`src/rtl/dsp_fetch.sv`:
```
// dsp_fetch: instruction fetch stage with a one-entry skid buffer and redirect flush
//
// Fetches sequential instruction words from a request/ack memory and presents
// them to decode one per cycle. A word that arrives while decode is stalled is
// parked in a skid register so no fetch is lost. A redirect flushes everything
// and restarts at the new target; a request already in flight is allowed to
// complete and its word is dropped.
//
// Parameters:
//   ADDR_W   instruction word-address width
//   INST_W   instruction word width
//   RESET_PC first fetch address after reset
//
// Ports:
//   clk            clock, all state updates on its rising edge
//   rst_n          asynchronous active-low reset
//   imem_req       memory read request (held until acked)
//   imem_addr      word address of the request
//   imem_ack       memory response strobe, qualifies imem_rdata
//   imem_rdata     returned instruction word
//   stall          decode hold, output is not consumed while high
//   redirect_valid one-cycle branch/jump redirect strobe
//   redirect_addr  redirect target
//   inst_valid     qualifies inst_out / inst_pc
//   inst_out       instruction presented to decode
//   inst_pc        address of inst_out
//   stall_cnt      saturating count of stalled-valid cycles
//                  (present only when DSP_FETCH_PERF_EN is defined)
//
// Optional feature macro: DSP_FETCH_PERF_EN
`ifndef MEM_ADDR_LEN
`define MEM_ADDR_LEN 32
`endif
`ifndef INST_WORD_LEN
`define INST_WORD_LEN 32
`endif
module dsp_fetch #(
   parameter int                ADDR_W   = `MEM_ADDR_LEN,
   parameter int                INST_W   = `INST_WORD_LEN,
   parameter logic [ADDR_W-1:0] RESET_PC = '0
) (
   input  logic              clk,
   input  logic              rst_n,
   output logic              imem_req,
   output logic [ADDR_W-1:0] imem_addr,
   input  logic              imem_ack,
   input  logic [INST_W-1:0] imem_rdata,
   input  logic              stall,
   input  logic              redirect_valid,
   input  logic [ADDR_W-1:0] redirect_addr,
   output logic              inst_valid,
   output logic [INST_W-1:0] inst_out,
   output logic [ADDR_W-1:0] inst_pc
`ifdef DSP_FETCH_PERF_EN
   ,
   output logic [15:0]       stall_cnt
`endif
);
   typedef enum logic [1:0] {IDLE, REQ, HOLD, FLUSH} state_t;
   // The skid register is full exactly while the FSM is in HOLD.
   state_t            state_q, state_d;
   logic [ADDR_W-1:0] pc_q, pc_d;
   logic [ADDR_W-1:0] addr_q, addr_d;
   logic              req_q, req_d;
   logic              valid_q, valid_d;
   logic [INST_W-1:0] inst_q, inst_d;
   logic [ADDR_W-1:0] ipc_q, ipc_d;
   logic [INST_W-1:0] skid_inst_q, skid_inst_d;
   logic [ADDR_W-1:0] skid_pc_q, skid_pc_d;
   logic              consume;
   logic [ADDR_W-1:0] pc_inc;
   assign consume = valid_q & ~stall;
   assign pc_inc  = pc_q + ADDR_W'(1);
   always_comb begin
      state_d     = state_q;
      pc_d        = pc_q;
      addr_d      = addr_q;
      req_d       = req_q;
      valid_d     = valid_q;
      inst_d      = inst_q;
      ipc_d       = ipc_q;
      skid_inst_d = skid_inst_q;
      skid_pc_d   = skid_pc_q;
      if (redirect_valid) begin
         pc_d    = redirect_addr;
         valid_d = 1'b0;
         // An in-flight request must still complete at its old address;
         // FLUSH waits for it and drops the word. Otherwise restart now.
         if (req_q && !imem_ack) begin
            state_d = FLUSH;
         end else begin
            state_d = REQ;
            req_d   = 1'b1;
            addr_d  = redirect_addr;
         end
      end else begin
         case (state_q)
            IDLE: begin
               state_d = REQ;
               req_d   = 1'b1;
               addr_d  = pc_q;
            end
            REQ: begin
               if (imem_ack) begin
                  pc_d   = pc_inc;
                  addr_d = pc_inc;
                  if (!valid_q || consume) begin
                     inst_d  = imem_rdata;
                     ipc_d   = pc_q;
                     valid_d = 1'b1;
                  end else begin
                     skid_inst_d = imem_rdata;
                     skid_pc_d   = pc_q;
                     state_d     = HOLD;
                     req_d       = 1'b0;
                  end
               end else if (consume) begin
                  valid_d = 1'b0;
               end
            end
            HOLD: begin
               if (consume) begin
                  inst_d  = skid_inst_q;
                  ipc_d   = skid_pc_q;
                  valid_d = 1'b1;
                  state_d = REQ;
                  req_d   = 1'b1;
                  addr_d  = pc_q;
               end
            end
            FLUSH: begin
               if (imem_ack) begin
                  state_d = REQ;
                  addr_d  = pc_q;
               end
            end
            default: state_d = IDLE;
         endcase
      end
   end
   always_ff @(posedge clk or negedge rst_n) begin
      if (!rst_n) begin
         state_q     <= IDLE;
         pc_q        <= RESET_PC;
         addr_q      <= RESET_PC;
         req_q       <= 1'b0;
         valid_q     <= 1'b0;
         inst_q      <= '0;
         ipc_q       <= '0;
         skid_inst_q <= '0;
         skid_pc_q   <= '0;
      end else begin
         state_q     <= state_d;
         pc_q        <= pc_d;
         addr_q      <= addr_d;
         req_q       <= req_d;
         valid_q     <= valid_d;
         inst_q      <= inst_d;
         ipc_q       <= ipc_d;
         skid_inst_q <= skid_inst_d;
         skid_pc_q   <= skid_pc_d;
      end
   end
   assign imem_req   = req_q;
   assign imem_addr  = addr_q;
   assign inst_valid = valid_q;
   assign inst_out   = inst_q;
   assign inst_pc    = ipc_q;
`ifdef DSP_FETCH_PERF_EN
   logic [15:0] stall_cnt_q;
   always_ff @(posedge clk or negedge rst_n) begin
      if (!rst_n)
         stall_cnt_q <= '0;
      else if (valid_q && stall && stall_cnt_q != 16'hFFFF)
         stall_cnt_q <= stall_cnt_q + 16'd1;
   end
   assign stall_cnt = stall_cnt_q;
`endif
endmodule

```
`config.mk`:
```
export PLATFORM = sky130hd
export DESIGN_NAME = dsp_fetch
export DESIGN_NICKNAME = d
export VERILOG_FILES = /design/src/rtl/dsp_fetch.sv
export SDC_FILE = /design/constraint.sdc
export NUM_CORES = 1
export LEC_CHECK = 0
export CAP_MARGIN = 20
export CELL_PAD_IN_SITES_DETAIL_PLACEMENT = 1
export CELL_PAD_IN_SITES_GLOBAL_PLACEMENT = 2
export CORE_AREA = 2 2 185 151
export DETAILED_ROUTE_END_ITERATION = 6
export DIE_AREA = 0 0 187 153
export GPL_ROUTABILITY_DRIVEN = 0
export PLACE_DENSITY_LB_ADDON = 0.1
export SETUP_SLACK_MARGIN = 0.3
export SLEW_MARGIN = 20
export SYNTH_ARGS = -nofsm -noshare
export SYNTH_HDL_FRONTEND = slang
export SYNTH_SLANG_ARGS = --single-unit
export TNS_END_PERCENT = 5
```
`constraint.sdc`:
```
create_clock -name clk -period 4.55 [get_ports clk]
set_input_delay 0.91 -clock clk [delete_from_list [all_inputs] [get_ports clk]]
set_output_delay 0.91 -clock clk [all_outputs]
set_load 0.05 [all_outputs]
```
# Yosys cells after proc, flatten, opt, wreduce, memory -nomap -nowiden
# Index checks and enable logic that the tools add are counted.
# op_classes
n_addsub	1
eq_ne	13
muxes	34
n_bitwise	4
reduce_logical	17
# ops
operator	count
2-to-1 mux 32 bit	13
case mux 32 bit (2 select lines)	2
case mux 32 bit (4 select lines)	1
adder 32 x 1 -> 32 bit (second input constant)	1
AND reduction 4 bit	4
2-to-1 mux 2 bit	6
!= test 3 bit (second input constant)	4
AND reduction 5 bit	2
2-to-1 mux 1 bit	9
!= test 2 bit (second input constant)	4
!= test 4 bit (second input constant)	2
case mux 2 bit (4 select lines)	1
nonzero test 2 bit	3
== test 2 bit (second input constant)	2
nonzero test 4 bit	1
inverter 1 bit	3
case mux 1 bit (3 select lines)	1
nonzero test 3 bit	1
== test 2 x 1 -> 1 bit (second input constant)	1
zero test 1 bit	2
zero test 2 bit	1
case mux 1 bit (2 select lines)	1
AND reduction 2 bit	1
AND 1 bit	1
other kinds (2)	2
# word_totals
register_bits	196
input_bits	69
out_inout_bits	98

# Depth between registers and ports, before layout
# depth
ltp_word	7
depth_mapped	10

# Worst setup path before layout
# OpenSTA, ideal clock, no wires.
# synth_path
path_kind	input -> register
startpoint	input port redirect_valid
endpoint	register addr_q[30] (netlist: imem_addr[30])
setup_ps	87
arrival_ps	2314
setup_slack_ps	2150
cell_stages	8
path_cell_list	buf_2 nor2b_1 or3_1 buf_2 and2_1 buf_2 and3_1 a211oi_2
# synth_via
elab_chain_len	2
# synth_rtl
element	line	rtl
start, declared	49	input logic redirect_valid,
!= test 3 bit (no line) / != test 2 bit (equally long branches)	--	
AND reduction 4 bit (no line)	--	
end signal, assigned	155	addr_q <= addr_d;
end, declared	63	logic [ADDR_W-1:0] addr_q, addr_d;
# Parallel ways exist; a longest one is shown, timed or not.
# A chain may end at the register's enable or synchronous reset.

# Worst setup path after layout
# layout_path
startpoint	register pc_q[0]
endpoint	register pc_q[28]
# layout_via
elab_chain_len	4
# layout_rtl
element	line	rtl
start, declared	62	logic [ADDR_W-1:0] pc_q, pc_d;
start signal, assigned	154	pc_q <= pc_d;
adder 32 x 1 -> 32 bit	73	assign pc_inc = pc_q + ADDR_W'(1);
2-to-1 mux 32 bit	104	if (imem_ack) begin
2-to-1 mux 32 bit	97	case (state_q)
2-to-1 mux 32 bit	84	if (redirect_valid) begin
# No other way between the ends. The select of a mux whose other input is x is not followed.

==> results.sh <==
export IMPL_powerDensity_nw_per_um2=698.5
export IMPL_endpoint="pc_q[28]"
export IMPL_leakage_nw=4.905
export IMPL_number_of_antenna_violations_at_the_first_check_in_global_routing=0
export IMPL_num_clock_sinks=196
export IMPL_ant_nets=0
export IMPL_htree_num_levels=4
export IMPL_worst_endpoint_arrival_ns=3.26
export IMPL_overflow=0
export IMPL_postSynth_asyncResetShare_pct=100.0
export IMPL_setup_tns_ns=0
export IMPL_worst_hold_path_type="reg2reg"
export IMPL_cts_tree="done"
export IMPL_clk_pin_slew_worst_paths_ns=0.08
export IMPL_route_detailed_vias_per_inst=5.148
export IMPL_regToRegStartpoint="pc_q[0]"
export IMPL_tritoncts_num_buffers=17
export IMPL_xor_xnor_portion_of_the_synthesized_cell_area_pct=4.854
export IMPL_power_frac_clock_pct=17.8
export IMPL_timing_final_max_slew_violations=0
export IMPL_drt_total_wl_mm=28.53
export IMPL_cell_internal_pwr_w=0.004693
export IMPL_io_pins=167
export IMPL_synth_compound_area_share_pct=10.57
export IMPL_detailedRoute_firstIterationViolations=451
export IMPL_run_status="finished, final reports clean"
export IMPL_grt_setup_unrepaired="no"
export IMPL_power_sequential_fraction_pct=33.4
export IMPL_worst_setup_path_class="reg2reg"
export IMPL_post_synth_instance_area_um2=9744
export IMPL_first_pass_grt_wire_length_mm=46.60
export IMPL_fillerInstances=2970
export IMPL_die_area_um2=28610
export IMPL_worst_r2r_endpoint="pc_q[28]"
export IMPL_synth_ff_latch_count=196
export IMPL_initial_utilization_pct=36.33
export IMPL_hold_viol_final=0
export IMPL_net_switching_power_w=0.003888
export IMPL_maxCapViolations=0
export IMPL_timing_critical_path_slowest_cell_delay_ns=0.92
export IMPL_antenna_cells=0
export IMPL_place_port_buffers=166
export IMPL_cts_setup_buffers=0
export IMPL_synth_simple_gate_area_share_pct=13.96
export IMPL_p_comb_share_pct=48.8
export IMPL_sw_ratio_pct=45.31
export IMPL_synth_seq_area_share_pct=50.33
export IMPL_finalClockSkew_ns=0.01539
export IMPL_dieWidth_um=187
export IMPL_slowest_stage="sky130_fd_sc_hd__nor3_1"
export IMPL_timing_slew_headroom_pct=26.83
export IMPL_wl_per_cell_um=19.92
export IMPL_grt_total_usage_pct=20.71
export IMPL_fin_crit_ns=2.927
export IMPL_yosysUniqueCellTypes=62
export IMPL_vdd_ir_max_uv=356.2
export IMPL_most_common_layout_cells="196 x sky130_fd_sc_hd__dfrtp_1, 164 x sky130_fd_sc_hd__clkdlybuf4s50_1, 96 x sky130_fd_sc_hd__a21oi_1, 93 x sky130_fd_sc_hd__nor2_1, 75 x sky130_fd_sc_hd__mux2_2"
export IMPL_first_global_vias=7795
export IMPL_max_clock_path_buffers=2
export IMPL_post_cts_resized_instances=0
export IMPL_first_pass_drt_iterations=4
export IMPL_synthToLayoutAreaGrowth_pct=26.08
export IMPL_worst_setup_end_kind="flip-flop"
export IMPL_post_route_drc_count=0
export IMPL_clkLatencyLatePin_ns=0.44
export IMPL_drive_gt1_share_pct=14.04
export IMPL_final_util_pct=45.80
export IMPL_combinational_family_with_the_most_area_after_synthesis="multiplexers"
export IMPL_hpwlAfterDp_mm=19.51
export IMPL_synthAdderAreaFrac_pct=0.6420
export IMPL_setup_viol_count_final=0
export IMPL_numPlacedInstances=1400
export IMPL_pin_count_of_the_biggest_net_entering_global_routing=112
export IMPL_worst_ep_required_time_ns=4.88
export IMPL_dieHeight_um=153
export IMPL_critPathMaxFanout=7
export IMPL_ctsRootBufferMaster="sky130_fd_sc_hd__clkbuf_16"
export IMPL_crit_start="pc_q[0]"
export IMPL_core_area_um2=26820
export IMPL_ys_warn_count=0
export IMPL_mappedNetlistNets=997
export IMPL_synthesized_area_divided_by_synthesized_cell_count_um2=10.56
export IMPL_timing_fmax_mhz=341.6
export IMPL_placement_rows=54
export IMPL_finalCritPeriodShare_pct=64.33
export IMPL_mostFrequentLayoutCell="sky130_fd_sc_hd__dfrtp_1"
export IMPL_total_number_of_vias=7372
export IMPL_synth_edf_count=0
export IMPL_cp_start_kind="flip-flop"
export IMPL_worst_slew_pin_slew_ns=1.089
export IMPL_synth_top_flop_cell="sky130_fd_sc_hd__dfrtp_1"
export IMPL_r2r_cells=6
export IMPL_net_count_reported_at_finish=1129
export IMPL_final_instance_count_excl_fill=1432
export IMPL_hold_buffers=0
export IMPL_r2r_slack_ns=1.62
export IMPL_cp_cell_sequence="ha_1 > nand4_4 > nor3_1 > nand4_1 > xnor2_1 > mux2_2"
export IMPL_post_synthesis_mux_area_share_pct=15.76
export IMPL_synthCells=923
-- cell usage after synthesis (3+ instances only) --
library cell,number,area share (%)
sky130_fd_sc_hd__ha_1,5,0.64
sky130_fd_sc_hd__o22ai_1,11,0.71
sky130_fd_sc_hd__buf_4,5,0.39
sky130_fd_sc_hd__nor4_4,3,0.65
sky130_fd_sc_hd__a21boi_0,3,0.23
sky130_fd_sc_hd__a21oi_1,96,4.9
sky130_fd_sc_hd__nand4_1,16,1.0
sky130_fd_sc_hd__mux2i_1,69,7.1
sky130_fd_sc_hd__xor2_1,28,2.5
sky130_fd_sc_hd__nand3_1,26,1.3
sky130_fd_sc_hd__xnor2_1,26,2.3
sky130_fd_sc_hd__o21ai_0,40,2.1
sky130_fd_sc_hd__nor3_1,13,0.67
sky130_fd_sc_hd__buf_1,10,0.39
sky130_fd_sc_hd__nand2b_1,7,0.45
sky130_fd_sc_hd__and3_1,13,0.83
sky130_fd_sc_hd__clkbuf_1,18,0.69
sky130_fd_sc_hd__or3_1,3,0.19
sky130_fd_sc_hd__nor2_1,94,3.6
sky130_fd_sc_hd__o21ai_1,4,0.21
sky130_fd_sc_hd__inv_1,9,0.35
sky130_fd_sc_hd__buf_2,35,1.8
sky130_fd_sc_hd__a31oi_1,5,0.32
sky130_fd_sc_hd__nand2_1,51,2.0
sky130_fd_sc_hd__o21a_1,3,0.23
sky130_fd_sc_hd__nor4_1,3,0.19
sky130_fd_sc_hd__dfrtp_1,196,50
sky130_fd_sc_hd__and2_1,7,0.45
sky130_fd_sc_hd__o31ai_1,3,0.23
sky130_fd_sc_hd__nor2b_1,3,0.19
sky130_fd_sc_hd__mux2_2,75,8.7
-- critical path, delay by kind of cell, from the launching register on --
| family | cells | cell delay [ns] |
|---|---|---|
| fa+ha+maj | 1 | 0.42 |
| mux | 1 | 0.27 |
| flops | 1 | 0.58 |
| xor+xnor | 1 | 0.19 |
| simple gates | 3 | 1.36 |
-- stage by stage --
stage / setup WS, ns / hold slack (ns) / total power (W) / cell area, µm²
after detailed placement: 1.370 / 0.4724 / 0.007128 / 11720
after floorplan: 2.150 / 0.4805 / 0.005615 / 9744
after global placement: 1.430 / 0.4717 / 0.007075 / 11720
final: 1.623 / 0.4866 / 0.008581 / 12290
after global routing: 1.473 / 0.5099 / 0.009104 / 12290
after CTS: 1.648 / 0.4890 / 0.008689 / 12290
-- state kept, by name, indices dropped and copies added, names as in the netlist --
name         cells
inst_out        32
skid_inst_q     32
skid_pc_q       32
imem_addr       32
pc_q            32
inst_pc         32
inst_valid       1
imem_req         1
state_q          2
-- worst min-delay path by stage --
stage	cells after the start	slack (ns)	start	end
after global routing	2	0.51	imem_addr[1]	imem_addr[1]
after CTS	2	0.49	imem_addr[1]	imem_addr[1]
after floorplan	1	0.48	skid_inst_q[0]	skid_inst_q[0]
after global placement	2	0.47	imem_addr[1]	imem_addr[1]
after detailed placement	2	0.47	imem_addr[1]	imem_addr[1]
final	2	0.49	imem_addr[9]	imem_addr[9]
-- cell families after synthesis --
group | after synthesis
buf+inv | 80
xor+xnor | 54
compound gates | 183
fa+ha+maj | 5
simple gates | 261
mux | 144
flops | 196
-- power by group through the flow --
stage                     sequential [W]  clock (W)  combinational, W
after floorplan                  0.00418          0           0.00143
after global placement           0.00289          0           0.00418
after detailed placement         0.00290          0           0.00422
after CTS                        0.00288    0.00157           0.00424
after global routing             0.00297    0.00164           0.00449
final                            0.00287    0.00152           0.00419
-- final cells by class --
class	count	area, µm²	share of cell area (%)
clock buffers	19	432.9	3.524
clock inverters	13	133.9	1.090
inverters	9	33.78	0.2750
multi-input cells	647	4492	36.56
flip-flops and latches	196	4905	39.92
well taps	364	455.4	3.707
repair buffers	184	1833	14.92
-- metal layers --
layer | GRT usage [%] | share of wire (%) | vias up
met4 | 4.082 | 0.73 | 0
met3 | 3.605 | 3.2 | 14
met2 | 33.00 | 47 | 121
met1 | 29.73 | 49 | 3730
met5 | 0 | 0 | -
li1 | - | - | 3507
Power figures use the tool's default switching activity.
